<file path="src/rtl/parity_frame_rx.sv">
// Serial frame receiver: start bit, DATA_BITS data bits LSB first, running parity bit, stop bit.
// Each completed frame is presented as a parallel word with parity/framing flags and a saturating error count.
module parity_frame_rx #(
    parameter int DATA_BITS = 8,
    parameter bit ODD       = 1'b0
) (
    input  logic                 clk,
    input  logic                 reset,
    input  logic                 x,
    output logic [DATA_BITS-1:0] data,
    output logic                 valid,
    output logic                 parity_err,
    output logic                 frame_err,
    output logic [7:0]           err_cnt,
    output logic                 busy
);

    typedef enum logic [1:0] {IDLE, DATA, PARITY, STOP} state_t;

    localparam int CW = (DATA_BITS > 1) ? $clog2(DATA_BITS) : 1;

    state_t               state_q, state_d;
    logic [CW-1:0]        cnt_q, cnt_d;
    logic [DATA_BITS-1:0] sr_q, sr_d;
    logic [DATA_BITS-1:0] data_q, data_d;
    logic                 par_q, par_d;
    logic                 valid_q, valid_d;
    logic                 perr_q, perr_d;
    logic                 ferr_q, ferr_d;
    logic [7:0]           ecnt_q, ecnt_d;

    always_comb begin
        state_d = state_q;
        cnt_d   = cnt_q;
        sr_d    = sr_q;
        data_d  = data_q;
        par_d   = par_q;
        valid_d = 1'b0;
        perr_d  = perr_q;
        ferr_d  = ferr_q;
        ecnt_d  = ecnt_q;
        case (state_q)
            IDLE: begin
                if (!x) begin
                    state_d = DATA;
                    cnt_d   = '0;
                    par_d   = 1'b0;
                end
            end
            DATA: begin
                sr_d                = sr_q >> 1;
                sr_d[DATA_BITS-1]   = x;
                par_d               = par_q ^ x;
                cnt_d               = cnt_q + CW'(1);
                if (cnt_q == CW'(DATA_BITS - 1))
                    state_d = PARITY;
            end
            PARITY: begin
                par_d   = par_q ^ x;
                state_d = STOP;
            end
            STOP: begin
                // A 0 stop bit ends the frame here; it is never taken as the next start bit.
                data_d  = sr_q;
                valid_d = 1'b1;
                perr_d  = par_q ^ ODD;
                ferr_d  = ~x;
                if ((perr_d || ferr_d) && (ecnt_q != 8'hFF))
                    ecnt_d = ecnt_q + 8'd1;
                state_d = IDLE;
            end
            default: state_d = IDLE;
        endcase
    end

    always_ff @(posedge clk) begin
        if (reset) begin
            state_q <= IDLE;
            cnt_q   <= '0;
            sr_q    <= '0;
            data_q  <= '0;
            par_q   <= 1'b0;
            valid_q <= 1'b0;
            perr_q  <= 1'b0;
            ferr_q  <= 1'b0;
            ecnt_q  <= '0;
        end else begin
            state_q <= state_d;
            cnt_q   <= cnt_d;
            sr_q    <= sr_d;
            data_q  <= data_d;
            par_q   <= par_d;
            valid_q <= valid_d;
            perr_q  <= perr_d;
            ferr_q  <= ferr_d;
            ecnt_q  <= ecnt_d;
        end
    end

    assign data       = data_q;
    assign valid      = valid_q;
    assign parity_err = perr_q;
    assign frame_err  = ferr_q;
    assign err_cnt    = ecnt_q;
    assign busy       = (state_q != IDLE);

endmodule
</file>
<file path="config.mk">
export PLATFORM = sky130hd
export DESIGN_NAME = parity_frame_rx
export DESIGN_NICKNAME = d
export VERILOG_FILES = /design/src/rtl/parity_frame_rx.sv
export SDC_FILE = /design/constraint.sdc
export NUM_CORES = 1
export LEC_CHECK = 0
export CAP_MARGIN = 10
export CORE_ASPECT_RATIO = 1.25
export CORE_MARGIN = 1.5
export CORE_UTILIZATION = 46
export CTS_CLUSTER_DIAMETER = 200
export CTS_CLUSTER_SIZE = 24
export DETAILED_ROUTE_END_ITERATION = 12
export GPL_ROUTABILITY_DRIVEN = 0
export PLACE_DENSITY = 0.7
export SLEW_MARGIN = 40
export SYNTH_ARGS = -nofsm -noshare
export SYNTH_HDL_FRONTEND = slang
export SYNTH_SLANG_ARGS = --single-unit
</file>
<file path="constraint.sdc">
create_clock -name clk -period 1.5 [get_ports clk]
set_input_delay 0.3 -clock clk [delete_from_list [all_inputs] [get_ports clk]]
set_output_delay 0.3 -clock clk [all_outputs]
set_load 0.1 [all_outputs]
</file>
==> impl_metrics.csv <==
group,metric,value,unit
clocking,htree_levels,2,
final_layout,layout.cells.most_common,"nor2_1",
global_routing,grt_max_degree,34,
global_routing,antenna_found_initial,0,
yosys,netlist_area,1368,um^2
floorplan,start_util,49.57,%
min_path,min_path_type,"input port to register",
critical_path,arrival,1.79,ns
place,hpwl,2.002,mm
critical_path,path_class,"register to register",
timing,hold_viol_final,0,
critical_path,endpoint_kind,"register",
floorplan,die_w,51.77,um
yosys,synth-adder-area-share,7.319,%
critical_path,worst_setup_path_start_kind,"register",
critical_path,ff2ff_path_depth,6,
drt,first_iter_violations,38,
critical_path,required,1.77,ns
drt,via_per_inst,5.418,
drt,dr.pass1.iters,4,
clocking,cts-root-buf,"clkbuf_4",
yosys,synth_top_area_share,48.31,%
yosys,yosys.area_share.xor_xnor,3.202,%
critical_path,critical_path.cell_chain,"inv_2 > ha_4 > and2b_2 > o21ai_4 > or4_4 > a21oi_2",
critical_path,crit_fanout,3,
yosys,ys_types,29,
place,pre_cts_ws,-0.3829,ns
timing,drv_slew,0,
timing,worst_slew_pin_slew,0.2867,ns
global_routing,first_global_vias,1113,
timing,finalSetupViolCount,2,
floorplan,rows,21,
yosys,yosysWarnings,0,
critical_path,slowest_stage,"or4_4",
floorplan,die_area,3311,um^2
final_layout,area_growth_syn_to_layout,52.52,%
pwr,peakVddDrop,984.9,uV
drt,vias,1154,
timing,finalClockSkew,0.01655,ns
yosys,ys_seq_area_share,48.31,%
drt,ant_nets,0,
clocking,cts_buffers,5,
status,violations,"setup timing",
min_path,min_to,"frame_err",
timing,hold_ws,0.4637,ns
global_routing,grt.total_usage,20.77,%
pwr,leakagePower,0.8072,nW
min_path,hold_depth,3,
yosys,syn_nets,151,
drt,drc,0,
yosys,avgSynthCellArea,9.768,um^2
place,port_buffers,22,
timing,period_needed,1.522,ns
yosys,synthMuxAreaShare,13.17,%
global_routing,grt_overflow,0,
final_layout,nFillCells,194,
final_layout,fin_nets,189,
timing,tns,-0.02241,ns
critical_path,max_stage_delay,0.49,ns
final_layout,antenna-diode-count,0,
timing,fmax,657.1,MHz
final_layout,layout_common_cells,"nor2_1 (28), dfxtp_1 (22), buf_12 (21)",
yosys,synth-compound-area-share,8.600,%
yosys,yosysTopAreaCell,"dfxtp_1",
critical_path,reg2reg_to,"err_cnt[7]",
min_path,min-delay-start,"x",
drt,avgRoutedWirePerCell,14.34,um
clocking,cts_sinks,33,
critical_path,r2r_slack,-0.02,ns
yosys,synth_top_family_by_area,"simple AND/OR/NAND/NOR gates",
clocking,postCtsHoldBufs,0,
clocking,clk_path_buf_depth,2,
yosys,ys_ff_latch,33,
drt,routed_wl,3.054,mm
floorplan,die_h,63.96,um
yosys,synth_cells,140,
critical_path,r2r-start,"par_q",
clocking,clkTransAtPathRegs,0.11,ns
final_layout,drive_gt1_share,35.20,%
pwr,power_density,1266,nW/um^2
flow_run,cap_violations,0,
floorplan,coreArea,2759,um^2
global_routing,grt_pass1_wl,5.099,mm
timing,timing.final.crit_share,101.5,%
critical_path,startpoint,"par_q",
yosys,synthSimpleGateAreaFrac,15.92,%
status,status,"finished with violations",
timing,slew_headroom,80.73,%
clocking,insertion_delay,0.34,ns
clocking,cts_tree,"built",
timing,rsz0062_at_grt,"yes",
yosys,yosys-top-cells-area,"dfxtp_1 (48%), mux2i_1 (13%), nor2_1 (7.7%), ha_1 (7.3%), xor2_1 (3.2%)",
timing,worst_slack,-0.02192,ns
floorplan,pin_count,23,
[sequential cells by signal, summed over array words and instances, names as in the netlist]
| name | flops |
|---|---|
| par_q | 1 |
| err_cnt | 8 |
| data | 8 |
| parity_err | 1 |
| valid | 1 |
| frame_err | 1 |
| sr_q | 8 |
| cnt_q | 3 |
| state_q | 2 |
[power by group]
part / switching [mW] / internal, mW / total, mW
Clock: 0.286 / 0.231 / 0.517
Sequential: 0.0623 / 0.945 / 1.01
Combinational: 0.630 / 0.486 / 1.12
Total: 0.978 / 1.66 / 2.64
[area by class of cell]
type / count / area, um^2 / area share, %
Timing Repair Buffer: 37 / 544.3 / 26.09
Clock buffer: 8 / 58.81 / 2.819
Sequential cell: 33 / 696.9 / 33.41
Tap cell: 34 / 42.54 / 2.040
Inverter: 6 / 31.28 / 1.500
Multi-Input combinational cell: 95 / 711.9 / 34.13
[metal layers]
layer  global-route usage (%)  vias up  part of all wire, %
met5                        0        -                    0
met2                    36.06       26                   54
met1                    22.94      561                   41
met3                    7.009        6                  4.2
met4                    7.566        0                  1.4
li1                         -      561                    -
[through the flow]
stage | cell area, um^2 | std cells | utilization, % | power [mW]
after floorplan | 1411 | 140 | - | 1.650
after global placement | 1922 | 198 | 69.66 | 1.914
after detailed placement | 1922 | 198 | 69.66 | 1.954
after CTS | 2031 | 207 | 73.61 | 2.544
after global routing | 2086 | 213 | 75.60 | 2.801
final | 2086 | 213 | 75.60 | 2.640
[worst max path at each step]
stage                     slack (ns)  cells past startpoint    endpoint
after floorplan                -0.02                      4  err_cnt[1]
after detailed placement       -0.38                      6  err_cnt[7]
final                          -0.02                      6  err_cnt[7]
after CTS                      -0.07                      6  err_cnt[7]
after global routing           -0.06                      4        busy
after global placement         -0.36                      6  err_cnt[7]
[kinds of logic after synthesis]
kind of cell / after synthesis
compound gates: 17
xor+xnor: 5
fa+ha+maj: 8
buf+inv: 12
flops: 33
mux: 18
simple gates: 47
[synthesized netlist by cell type]
master and count:
nand2b_1 1, or4_1 1, and3_1 1, nand4bb_1 1, inv_1 6, a221oi_1 1, nand4_1 2, o21ai_2 1
nor2_1 28, nand3b_1 1, and2b_2 1, xor2_1 5, o211ai_1 2, o2111ai_1 1, a211oi_1 1, buf_2 2
a32oi_1 3, o21ai_0 3, nand3_1 3, nand2_1 5, clkbuf_1 4, mux2i_1 18, or3_1 1, o31ai_1 1
and2_1 1, a21oi_1 4, nor2b_1 1, dfxtp_1 33, ha_1 8
[critical path: cells and delay by family (launching register included)]
kind                     cells  cell delay (ns)
flip-flops                   1             0.35
AO/OA/AOI/OAI                2             0.19
AND/OR/NAND/NOR              2             0.73
adder cells (fa/ha/maj)      1             0.14
buffers and inverters        1             0.04
[what timing repair did]
item,CTS,global route
cloned,0,0
gates resized for setup,13,6
pin swaps,2,4
setup buffers,1,6
endpoints found under the setup margin,4,6
Power figures use the tool's default switching activity.
